--- src/rtl/nz_arb_pkg.sv ---
// Shared types and helpers for the zero-skipping round-robin arbiter.
package nz_arb_pkg;

    typedef enum logic {
        IDLE = 1'b0,
        LOCK = 1'b1
    } state_t;

    localparam int unsigned SKIP_W_DEF = 16;
    localparam int unsigned POP_W      = 32;

    // Number of set bits; callers zero-extend narrower vectors to POP_W.
    function automatic logic [POP_W-1:0] popcount(input logic [POP_W-1:0] v);
        logic [POP_W-1:0] c;
        c = '0;
        for (int i = 0; i < int'(POP_W); i++) begin
            c = c + POP_W'(v[i]);
        end
        return c;
    endfunction

endpackage

--- src/rtl/rr_priority_encoder.sv ---
// Masked priority encoder: lowest set bit above ptr, else lowest set bit overall.
module rr_priority_encoder #(
    parameter  int unsigned N_REQ = 4,
    localparam int unsigned IW    = $clog2(N_REQ)
) (
    input  logic [N_REQ-1:0] req,
    input  logic [IW-1:0]    ptr,
    output logic [IW-1:0]    pos,
    output logic             valid
);

    logic found_hi;

    // Unmasked pass sets the wrap-around fallback; masked pass overrides it.
    always_comb begin
        pos      = '0;
        valid    = 1'b0;
        found_hi = 1'b0;
        for (int i = 0; i < int'(N_REQ); i++) begin
            if (req[i] && !valid) begin
                pos   = IW'(i);
                valid = 1'b1;
            end
        end
        for (int i = 0; i < int'(N_REQ); i++) begin
            if (req[i] && (i > int'(ptr)) && !found_hi) begin
                pos      = IW'(i);
                found_hi = 1'b1;
            end
        end
    end

endmodule

--- src/rtl/nz_rr_arbiter.sv ---
// Zero-skipping round-robin arbiter with burst locking, feeding one shared
// nonzero-detect/MAC lane through a single registered output stage.
module nz_rr_arbiter
    import nz_arb_pkg::*;
#(
    parameter int unsigned N_REQ     = 4,
    parameter int unsigned DW        = 8,
    parameter int unsigned MAX_BURST = 4,
    parameter int unsigned SKIP_W    = SKIP_W_DEF
) (
    input  logic                     clk,
    input  logic                     rst_n,
    input  logic [N_REQ-1:0]         req_valid,
    input  logic [N_REQ*DW-1:0]      req_data,
    input  logic [N_REQ-1:0]         req_last,
    output logic [N_REQ-1:0]         req_ready,
    output logic                     out_valid,
    output logic [DW-1:0]            out_data,
    output logic [$clog2(N_REQ)-1:0] out_src,
    output logic                     out_last,
    input  logic                     out_ready,
    output logic [SKIP_W-1:0]        skip_cnt,
    output logic                     busy
);

    localparam int unsigned IW  = $clog2(N_REQ);
    localparam int unsigned BCW = $clog2(MAX_BURST + 1);

    state_t            state_q, state_d;
    logic [IW-1:0]     ptr_q, ptr_d;
    logic [IW-1:0]     gnt_q, gnt_d;
    logic [BCW-1:0]    beat_q, beat_d;

    logic              out_valid_q, out_valid_d;
    logic [DW-1:0]     out_data_q;
    logic [IW-1:0]     out_src_q;
    logic              out_last_q;
    logic [SKIP_W-1:0] skip_q, skip_d;
    logic [SKIP_W:0]   skip_sum;
    logic              busy_q;

    logic [N_REQ-1:0]  zero_skip;
    logic [N_REQ-1:0]  elig;
    logic [IW-1:0]     pe_pos;
    logic              pe_valid;
    logic              free;
    logic              fwd;
    logic [IW-1:0]     fwd_idx;
    logic [DW-1:0]     fwd_data;
    logic              fwd_last;

    // Classify each requester's current beat.
    always_comb begin
        zero_skip = '0;
        elig      = '0;
        for (int i = 0; i < int'(N_REQ); i++) begin
            zero_skip[i] = req_valid[i] && (req_data[i*DW +: DW] == '0) && !req_last[i];
            elig[i]      = req_valid[i] && ((req_data[i*DW +: DW] != '0) || req_last[i]);
        end
    end

    assign free = !out_valid_q || out_ready;

    rr_priority_encoder #(
        .N_REQ (N_REQ)
    ) u_pe (
        .req   (elig),
        .ptr   (ptr_q),
        .pos   (pe_pos),
        .valid (pe_valid)
    );

    // Grant FSM: IDLE arbitrates, LOCK holds the lane for one requester.
    always_comb begin
        state_d = state_q;
        ptr_d   = ptr_q;
        gnt_d   = gnt_q;
        beat_d  = beat_q;
        fwd     = 1'b0;
        fwd_idx = gnt_q;
        case (state_q)
            IDLE: begin
                if (pe_valid && free) begin
                    fwd     = 1'b1;
                    fwd_idx = pe_pos;
                    gnt_d   = pe_pos;
                    beat_d  = BCW'(1);
                    if (req_last[pe_pos] || (MAX_BURST == 1)) begin
                        ptr_d = pe_pos;
                    end else begin
                        state_d = LOCK;
                    end
                end
            end
            LOCK: begin
                if (elig[gnt_q] && free) begin
                    fwd    = 1'b1;
                    beat_d = beat_q + BCW'(1);
                    if (req_last[gnt_q] || (beat_q == BCW'(MAX_BURST - 1))) begin
                        ptr_d   = gnt_q;
                        state_d = IDLE;
                    end
                end
            end
            default: state_d = IDLE;
        endcase
    end

    always_comb begin
        req_ready = zero_skip;
        if (fwd) begin
            req_ready[fwd_idx] = 1'b1;
        end
    end

    assign fwd_data    = req_data[int'(fwd_idx)*DW +: DW];
    assign fwd_last    = req_last[fwd_idx];
    assign out_valid_d = fwd || (out_valid_q && !out_ready);

    assign skip_sum = {1'b0, skip_q} + (SKIP_W + 1)'(popcount(POP_W'(zero_skip)));
    assign skip_d   = skip_sum[SKIP_W] ? '1 : skip_sum[SKIP_W-1:0];

    always_ff @(posedge clk or negedge rst_n) begin
        if (!rst_n) begin
            state_q     <= IDLE;
            ptr_q       <= IW'(N_REQ - 1);
            gnt_q       <= '0;
            beat_q      <= '0;
            out_valid_q <= 1'b0;
            out_data_q  <= '0;
            out_src_q   <= '0;
            out_last_q  <= 1'b0;
            skip_q      <= '0;
            busy_q      <= 1'b0;
        end else begin
            state_q     <= state_d;
            ptr_q       <= ptr_d;
            gnt_q       <= gnt_d;
            beat_q      <= beat_d;
            out_valid_q <= out_valid_d;
            skip_q      <= skip_d;
            busy_q      <= (state_d == LOCK) || out_valid_d;
            if (fwd) begin
                out_data_q <= fwd_data;
                out_src_q  <= fwd_idx;
                out_last_q <= fwd_last;
            end
        end
    end

    assign out_valid = out_valid_q;
    assign out_data  = out_data_q;
    assign out_src   = out_src_q;
    assign out_last  = out_last_q;
    assign skip_cnt  = skip_q;
    assign busy      = busy_q;

endmodule
--- config.mk ---
export PLATFORM = sky130hd
export DESIGN_NAME = nz_rr_arbiter
export DESIGN_NICKNAME = d
export VERILOG_FILES = /design/src/rtl/nz_arb_pkg.sv /design/src/rtl/rr_priority_encoder.sv /design/src/rtl/nz_rr_arbiter.sv
export SDC_FILE = /design/constraint.sdc
export NUM_CORES = 1
export LEC_CHECK = 0
export CAP_MARGIN = 20
export CORE_MARGIN = 2
export CORE_UTILIZATION = 45
export DETAILED_ROUTE_END_ITERATION = 10
export PLACE_DENSITY = 0.9
export SYNTH_ARGS = -nofsm -noshare
export SYNTH_HDL_FRONTEND = slang
export SYNTH_SLANG_ARGS = --single-unit
--- constraint.sdc ---
create_clock -name clk -period 6.4 [get_ports clk]
set_input_delay 1.28 -clock clk [delete_from_list [all_inputs] [get_ports clk]]
set_output_delay 1.28 -clock clk [all_outputs]
set_load 0.01 [all_outputs]
---- After elaboration in Yosys (flattened, before gate mapping) ----
Index checks and enable logic that the tools add are counted.
word-level totals
  memory bits (read-only) ................. 0
  bits in latches ......................... 0
  memory bits (writable) .................. 0
  bits in registers ....................... 37
  output and inout bits ................... 33
  memories ................................ 0
cells by class
  $mul .................................... 0
  $lt $le $gt $ge ......................... 7
  div/mod/pow operators ................... 0
  bitwise gates (word level) .............. 2
  multiplexer cells ....................... 42
  equality and inequality tests ........... 5
  add/subtract/negate cells ............... 5
  reduce and logical (&&, ||, !) cells .... 53
  shift-type cells ........................ 1
operators by type and width
  kind                count
  $logic_not 8->1     4
  $reduce_bool 8->1   4
  $shiftx 32x6->8     1
  $logic_and 1x1->1   24
  $mux 2              11
  $mux 1              18
  $add 16x4->17       1
  $mux 16             1
  $logic_not 1->1     11
  $lt 2x3->1 const B  3
  $bmux 1 s2          4
  $logic_or 1x1->1    8
  $mux 3              2
  $pmux 3 s2          1
  $add 3x1->4         1
  $gt 2x2->1 const A  2
  $mux 4              1
  $ne 2x1->1 const B  2
  $ne 2x2->1 const B  2
  $or 4x4->4          1
  $pmux 1 s2          2
  $pmux 2 s2          1
  $reduce_and 4->1    1
  $add 2x1->3         1
  other kinds (8)     8

---- Longest topological paths before layout ----
Gate-level depths: netlist of run 1.
  word-level depth ........................ 24
  mapped depth ............................ 15
  depth with buffers taken out ............ 14

---- Hierarchy ----
Synthesis of run 1 repeated with hierarchy kept, for this count alone.
second synthesis, totals
  cell total of the unflattened synthesis .. 249
  area total of the unflattened synthesis .. 2,361.0 um2
modules (own cells, without submodules)
  module               cells each  area each (um2)  sequential area each (um2)  instances
  nz_rr_arbiter        235         2,274.7          928.4                       1
  rr_priority_encoder  14          86.3             0.0                         1

---- Worst setup path before layout of run 1 ----
Ideal clock, no wire load.
  path kind ............................... input port to output port
  start point ............................. input port req_data[29]
  end point ............................... output port req_ready[0]
  path slack .............................. 1,552 ps
  stages on the path ...................... 8
  arrival time ............................ 3,568 ps
  cell sequence ........................... or4_4 > o31a_1 > a32o_2 > or3_4 > mux2i_2 > buf_4 > inv_1 > o21bai_1
on the way
  cells in the longest elaborated chain, start to end .. 16
  elaborated cells between the ends (all ways) .. 27
  those cells by class .................... order compare: 2; mux: 15; bitwise: 1; reduce/logical: 9
ends and longest elaborated chain
  item                                                            line                       text
  start: declaration                                              nz_rr_arbiter.sv:14        input logic [N_REQ*DW-1:0] req_data,
  $reduce_bool 8->1 (*)                                           nz_rr_arbiter.sv:58        elig[i] = req_valid[i] && ((req_data[i*DW +: DW] != '0) || req_last[i]);
  $logic_or 1x1->1 (*)                                            nz_rr_arbiter.sv:58
  $logic_and 1x1->1 (*)                                           nz_rr_arbiter.sv:58
  $logic_and 1x1->1                                               rr_priority_encoder.sv:20  if (req[i] && !valid) begin
  $mux 2                                                          rr_priority_encoder.sv:20
  $mux 2 (3 in a row)                                             rr_priority_encoder.sv:26  if (req[i] && (i > int'(ptr)) && !found_hi) begin
  $mux 2 (*) (2 in a row)                                         --
  named net fwd_idx[0]                                            nz_rr_arbiter.sv:48        logic [IW-1:0] fwd_idx;
  $lt 2x3->1 (not written as such) or $ge 2x1->1 (tied branches)  nz_rr_arbiter.sv:112       req_ready[fwd_idx] = 1'b1;
  $logic_and 1x1->1 (not written as such)                         nz_rr_arbiter.sv:112
  $mux 1 (not written as such)                                    nz_rr_arbiter.sv:112
  $demux 1 s2 (*)                                                 nz_rr_arbiter.sv:112
  $or 4x4->4 (no line) (*)                                        --
  $mux 4 (*)                                                      nz_rr_arbiter.sv:111       if (fwd) begin
  end: declaration                                                nz_rr_arbiter.sv:16        output logic [N_REQ-1:0] req_ready,
The timed path passes the listed nets; every way through them passes the cells marked *. The select of a mux whose other input is x is not followed.

---- Worst setup path in the final report of run 1 ----
  start point ............................. input port req_data[28]
  end point ............................... output port req_ready[2]
on the way
  cells in the longest elaborated chain, start to end .. 16
  elaborated cells between the ends (all ways) .. 27
  those cells by class .................... order compare: 2; mux: 15; bitwise: 1; reduce/logical: 9
ends and longest elaborated chain
  item                                                            line
  $reduce_bool 8->1 (*)                                           nz_rr_arbiter.sv:58
  $logic_or 1x1->1 (*)                                            nz_rr_arbiter.sv:58
  $logic_and 1x1->1 (*)                                           nz_rr_arbiter.sv:58
  $logic_and 1x1->1                                               rr_priority_encoder.sv:20
  $mux 2                                                          rr_priority_encoder.sv:20
  $mux 2 (3 in a row)                                             rr_priority_encoder.sv:26
  $mux 2 (2 in a row)                                             --
  $lt 2x3->1 (not written as such) or $ge 2x1->1 (tied branches)  nz_rr_arbiter.sv:112
  $logic_and 1x1->1 (not written as such)                         nz_rr_arbiter.sv:112
  $mux 1 (not written as such)                                    nz_rr_arbiter.sv:112
  $demux 1 s2                                                     nz_rr_arbiter.sv:112
  $or 4x4->4 (no line)                                            --
  $mux 4 (*)                                                      nz_rr_arbiter.sv:111
Every way passes the cells marked *; elsewhere a longest branch is shown, timed or not. The select of a mux whose other input is x is not followed.

==> flow_metrics.tcl, run 1 <==
set metrics [dict create \
    status "finished clean" \
    ys_types 52 \
    gp_congestion 0.9901 \
    cp_common_cell "clkdlybuf4s50_1" \
    synth_nets 267 \
    hold_depth 2 \
    cts_buffers 5 \
    min_period_over_period_pct 93.69 \
    wire_per_inst_um 16.93 \
    layout-drive-gt1-share_pct 15.77 \
    tns_ns 0 \
    std_cell_rows 26 \
    p_leak_nw 1.407 \
    io_buffers 75 \
    async_flop_share_pct 100.0 \
    busiest_layer "met2" \
    insertion_delay_ns 0.29 \
    ant_nets 0 \
    synth_top_area_share_pct 37.61 \
    ys_top_cells_by_count "35 x dfrtp_1, 23 x nand2_1, 15 x inv_1" \
    startpoint_type "input port" \
    crit_fanout 8 \
    grt_util_met3_pct 5.833 \
    tightest_slew_ns 0.7998 \
    dp_hpwl_mm 4.843 \
    avgSynthCellArea_um2 10.68 \
    stdcell_count 368 \
    grt_pass1_wl_mm 10.33 \
    clock_path_buffers 2 \
    grtUsageMet1_pct 26.42 \
    finalHoldViolCount 0 \
    die_area_um2 5766 \
    ys_seq_elements 37 \
    cts_setup_buffers 0 \
    reg2reg_depth 11 \
    gr-usage-met2_pct 39.11 \
    path_class "input port to output port" \
    max_slew_margin_pct 46.68 \
    final_cell_area_um2 3263 \
    dpl_cell_area_um2 3147 \
    worstPathCellList "clkdlybuf4s50_1 -> or4_4 -> o31a_1 -> a32o_2 -> or3_4 -> mux2i_2 -> buf_4 -> a21o_1 -> clkdlybuf4s50_1" \
    rsz0062_at_grt "no" \
    io_pins 76 \
    finalClockSkew_ns 0.004883 \
    startpoint "req_data[28]" \
    setup_viol 0 \
    cpMaxStageDelayCell "or4_4" \
    cp.required_ns 5.12 \
    yosys.area.top_type "dfrtp_1" \
    avgViaCountPerCell 5.720 \
    synth_edf_count 0 \
    ctsHoldBuffers 0 \
    drtIter0Drc 217 \
    tritoncts "built" \
    fin_util_pct 64.71 \
    firstDrtPassIters 4 \
    dieHeight_um 75.94 \
    max-cap-violations 0 \
    regToRegSetupSlack_ns 3.27 \
    syn2layout_area_growth_pct 40.14 \
    cts.sinks 37 \
    cp_num_buf_inv 3 \
    cts-root-buf "clkbuf_8" \
    cts_resized 0 \
    hp-start "beat_q[2]" \
    cp_top_family "buffers and inverters" \
    antenna_found_initial 0 \
    cp.arrival_ns 4.72 \
    critPathCaptureType "output port" \
    holdPathEnd "beat_q[2]" \
    grt-ovfl-total 0 \
    fp.dieW_um 75.94 \
    r2r_start "skip_cnt[0]" \
    core_region_area_um2 5042 \
    drc_errors 0 \
    clk_pin_slew_ns 0.07 \
    place_inst 360 \
    fin_nets 346 \
    fin_crit_ns 5.996 \
    synth.most_common_cell "dfrtp_1" \
    peakVddDrop_v 0.0001902 \
    postSynthCellCount 218 \
    htree_levels 2 \
    netlist_area_um2 2328 \
    fmax_mhz 166.8 \
    dr_total_vias 2105 \
    synth_seq_area_share_pct 39.87 \
    initial_core_util_pct 46.18 \
    max_stage_delay_ns 0.56 \
    track_usage_pct 22.33 \
    yosys-top-cells-area "dfrtp_1 38%, mux4_2 9.7%, mux2_2 5.8%" \
    grt_max_degree 38 \
    ys_warn_count 0 \
    r2r-end "skip_cnt[1]" \
    n_antenna_cell 0 \
    synth_flop_cell "dfrtp_1" \
    grt_pass1_vias 2194 \
    hold_path_class "register to register" \
    drt_wl_total_mm 6.231 \
    power_per_cell_area_nw_per_um2 371.7 \
    slew_violations 0 \
]
[metrics by stage]
| stage | power [mW] | hold WS [ns] | worst slack (ns) |
|---|---|---|---|
| after floorplan | 0.7892 | 0.4485 | 1.552 |
| after global placement | 0.9861 | 0.4595 | 0.5150 |
| after detailed placement | 1.007 | 0.4672 | 0.4296 |
| after CTS | 1.220 | 0.4838 | 0.4172 |
| after global routing | 1.294 | 0.5269 | 0.2563 |
| final | 1.213 | 0.4813 | 0.4039 |
[cell usage in the layout (no fill, tap or decap), types with 4 or more instances in the layout]
cell type	count
clkdlybuf4s50_1	74
o31ai_1	5
nor2_1	13
xor2_1	4
mux2_2	12
nor4_1	4
nand4_1	4
nand3_1	10
nor3_1	6
o21ai_0	4
dfrtp_1	35
mux4_2	10
clkbuf_8	6
mux2i_1	4
xnor2_1	6
inv_1	15
nand2_1	23
[power by group]
part	total, mW	internal, mW	switching (mW)
Clock	0.211	0.127	0.0835
Combinational	0.641	0.360	0.281
Sequential	0.361	0.311	0.0506
[per-layer routing]
layer  part of all wire (%)  routed length [µm]
met1                     39                2441
met2                     51                3172
met3                    7.4                 463
met4                    2.5                 155
met5                      0                   0
[area by class of cell]
cell class / count / area [µm²]
repair buffers: 78 / 768.2
inverters: 16 / 62.56
fillers: 388 / 1779
well taps: 70 / 87.58
multi-input cells: 159 / 1300
flip-flops and latches: 37 / 928.4
clock inverters: 1 / 30.03
clock buffers: 7 / 86.33
[how the worst max path moves through the flow]
stage	end	slack, ns	cells past startpoint
after CTS	req_ready[2]	0.42	9
after global placement	req_ready[2]	0.51	9
after floorplan	req_ready[0]	1.55	8
after detailed placement	req_ready[2]	0.43	9
after global routing	req_ready[2]	0.26	9
final	req_ready[2]	0.40	9
[registers in the layout (all words and copies together), names as in the netlist]
signal	flops
beat_q	3
busy	1
gnt_q	2
out_data	8
out_last	1
out_src	2
out_valid	1
ptr_q	2
skip_cnt	16
state_q	1
[worst register-to-register path: cells and delay by family (launching register included)]
kind	cells	cell delay (ns)
buffers and inverters	2	0.16
adder cells (fa/ha/maj)	3	1.21
AND/OR/NAND/NOR	6	1.30
flip-flops	1	0.40
[cells by family (layout without fill, tap and decap cells)]
| family | count (synthesis) | in the layout | synth area share (%) |
|---|---|---|---|
| simple gates | 76 | 76 | 16.34 |
| compound gates | 38 | 38 | 12.36 |
| flops | 37 | 37 | 39.87 |
| mux | 29 | 29 | 18.91 |
| buf+inv | 22 | 102 | 4.567 |
| xor+xnor | 10 | 10 | 3.761 |
| fa+ha+maj | 6 | 6 | 4.192 |
(Power assumes the default switching activity.)
==> inputs of run 2 (changes only) <==
==> constraint.sdc (replaced) <==
create_clock -name clk -period 6.4 [get_ports clk]
set_input_delay 1.28 -clock clk [delete_from_list [all_inputs] [get_ports clk]]
set_output_delay 1.28 -clock clk [all_outputs]
set_load 0.02 [all_outputs]
==> flow_metrics.tcl, run 2 (synthesis gave the netlist of run 1 again) <==
set metrics [dict create \
    clk_pin_slew_ns 0.08 \
    antenna_found_initial 0 \
    cts_resized 0 \
    crit_fanout 14 \
    reg2reg_depth 11 \
    drtIter0Drc 238 \
    cts_setup_buffers 0 \
    setup_viol 0 \
    worstPathCellList "clkdlybuf4s50_1 -> or4_4 -> o31a_1 -> a32o_2 -> or3_4 -> mux2i_2 -> buf_4 -> inv_1 -> o21bai_1 -> clkdlybuf4s50_1" \
    gr-usage-met2_pct 36.34 \
    wire_per_inst_um 16.72 \
    max_stage_delay_ns 0.64 \
    layout-drive-gt1-share_pct 15.82 \
    fmax_mhz 170.1 \
    gp_congestion 0.8953 \
    track_usage_pct 21.93 \
    fin_hold_ws_ns 0.4902 \
    critPathCaptureType "output port" \
    std_cell_rows 26 \
    path_class "input port to output port" \
    drc_errors 0 \
    firstDrtPassIters 4 \
    avgViaCountPerCell 5.687 \
    n_antenna_cell 0 \
    clock_path_buffers 2 \
    core_region_area_um2 5042 \
    min_period_over_period_pct 91.87 \
    max-cap-violations 0 \
    cp.arrival_ns 4.60 \
    slew_violations 0 \
    grt_pass1_vias 2115 \
    power_per_cell_area_nw_per_um2 386.1 \
    die_area_um2 5766 \
    status "finished clean" \
    startpoint_type "input port" \
    final_common_cell "clkdlybuf4s50_1" \
    drt_wl_total_mm 6.137 \
    ctsHoldBuffers 0 \
    grtUsageMet1_pct 28.56 \
    peakVddDrop_v 0.0002334 \
    tritoncts "built" \
    fp.dieW_um 75.94 \
    cts.sinks 37 \
    hold_depth 2 \
    grt_max_degree 38 \
    busiest_layer "met2" \
    grt_pass1_wl_mm 10.18 \
    initial_core_util_pct 46.18 \
    grt-ovfl-total 0 \
    dp_hpwl_mm 4.648 \
    insertion_delay_ns 0.29 \
    max_slew_margin_pct 45.15 \
    hold_path_class "register to register" \
    rsz0062_at_grt "no" \
    tns_ns 0 \
    syn2layout_area_growth_pct 39.66 \
    tightest_slew_ns 0.8227 \
    finalClockSkew_ns 0.005704 \
    cp.required_ns 5.12 \
    ant_nets 0 \
    p_leak_nw 1.402 \
    cts-root-buf "clkbuf_8" \
    cts_buffers 5 \
    finalHoldViolCount 0 \
    fin_nets 345 \
    io_pins 76 \
    cp_common_cell "clkdlybuf4s50_1" \
    io_buffers 75 \
    dr_total_vias 2087 \
    fin_crit_ns 5.880 \
    htree_levels 2 \
    cpMaxStageDelayCell "clkdlybuf4s50_1" \
    dieHeight_um 75.94 \
    most-common-layout-cells "74 x clkdlybuf4s50_1, 35 x dfrtp_1, 23 x nand2_1, 15 x inv_1, 13 x nor2_1" \
    grt_util_met3_pct 5.238 \
    largest_register_ffs 16 \
]
run 2: cell count changes in the layout (fill, tap and decap cells not counted), sizes merged:
cell,before,now
clkinv,0,1
clkbuf,7,5
inv,16,17
buf,4,3
run 2: final timing paths:
kind | start | end | slack [ns]
min reg2reg | beat_q[2] | beat_q[2] | 0.49
min | beat_q[2] | beat_q[2] | 0.49
max reg2reg | skip_cnt[0] | skip_cnt[6] | 3.38
min in group asynchronous | rst_n | skip_cnt[14] | 1.08
max in group asynchronous | rst_n | out_data[5] | 4.80
max | req_data[29] | req_ready[0] | 0.52
run 2: critical path, delay by kind of cell:
family | cells | cell delay, ns
AO/OA/AOI/OAI | 3 | 0.81
buffers and inverters | 4 | 1.38
multiplexers | 1 | 0.16
AND/OR/NAND/NOR | 2 | 0.97
run 2: area by class of cell:
type                       instances  area [µm²]
multi-input combinational        159        1300
sequential                        37       928.4
inverter                          16       62.56
fill                             382        1790
tap                               70       87.58
clock buffer                       5       68.82
clock inverter                     3       43.79
timing repair buffer              77       760.7
run 2: power breakdown:
part / total [mW] / internal [mW] / switching (mW)
Clock: 0.206 / 0.117 / 0.0894
Combinational: 0.686 / 0.354 / 0.331
Sequential: 0.364 / 0.311 / 0.0530
Total: 1.26 / 0.782 / 0.474
run 2: per-layer routing:
| layer | share of wire (%) | wire length, µm | vias up |
|---|---|---|---|
| met5 | 0 | 0 | - |
| met4 | 2.6 | 157 | 0 |
| met3 | 7.0 | 432 | 19 |
| met2 | 49 | 2995 | 96 |
| met1 | 42 | 2552 | 1005 |
| li1 | - | - | 967 |
run 2: stage by stage:
step           power, mW  setup slack [ns]  utilization (%)  instances  instance area, µm²
2_1_floorplan     0.8313             1.418                -        218                2328
5_1_grt            1.334            0.4052            64.49        367                3252
4_1_cts            1.259            0.5271            64.49        367                3252
3_5_place_dp       1.047            0.5498            62.26        359                3139
6_report           1.255            0.5205            64.49        367                3252
3_3_place_gp       1.029            0.6085            62.26        359                3139
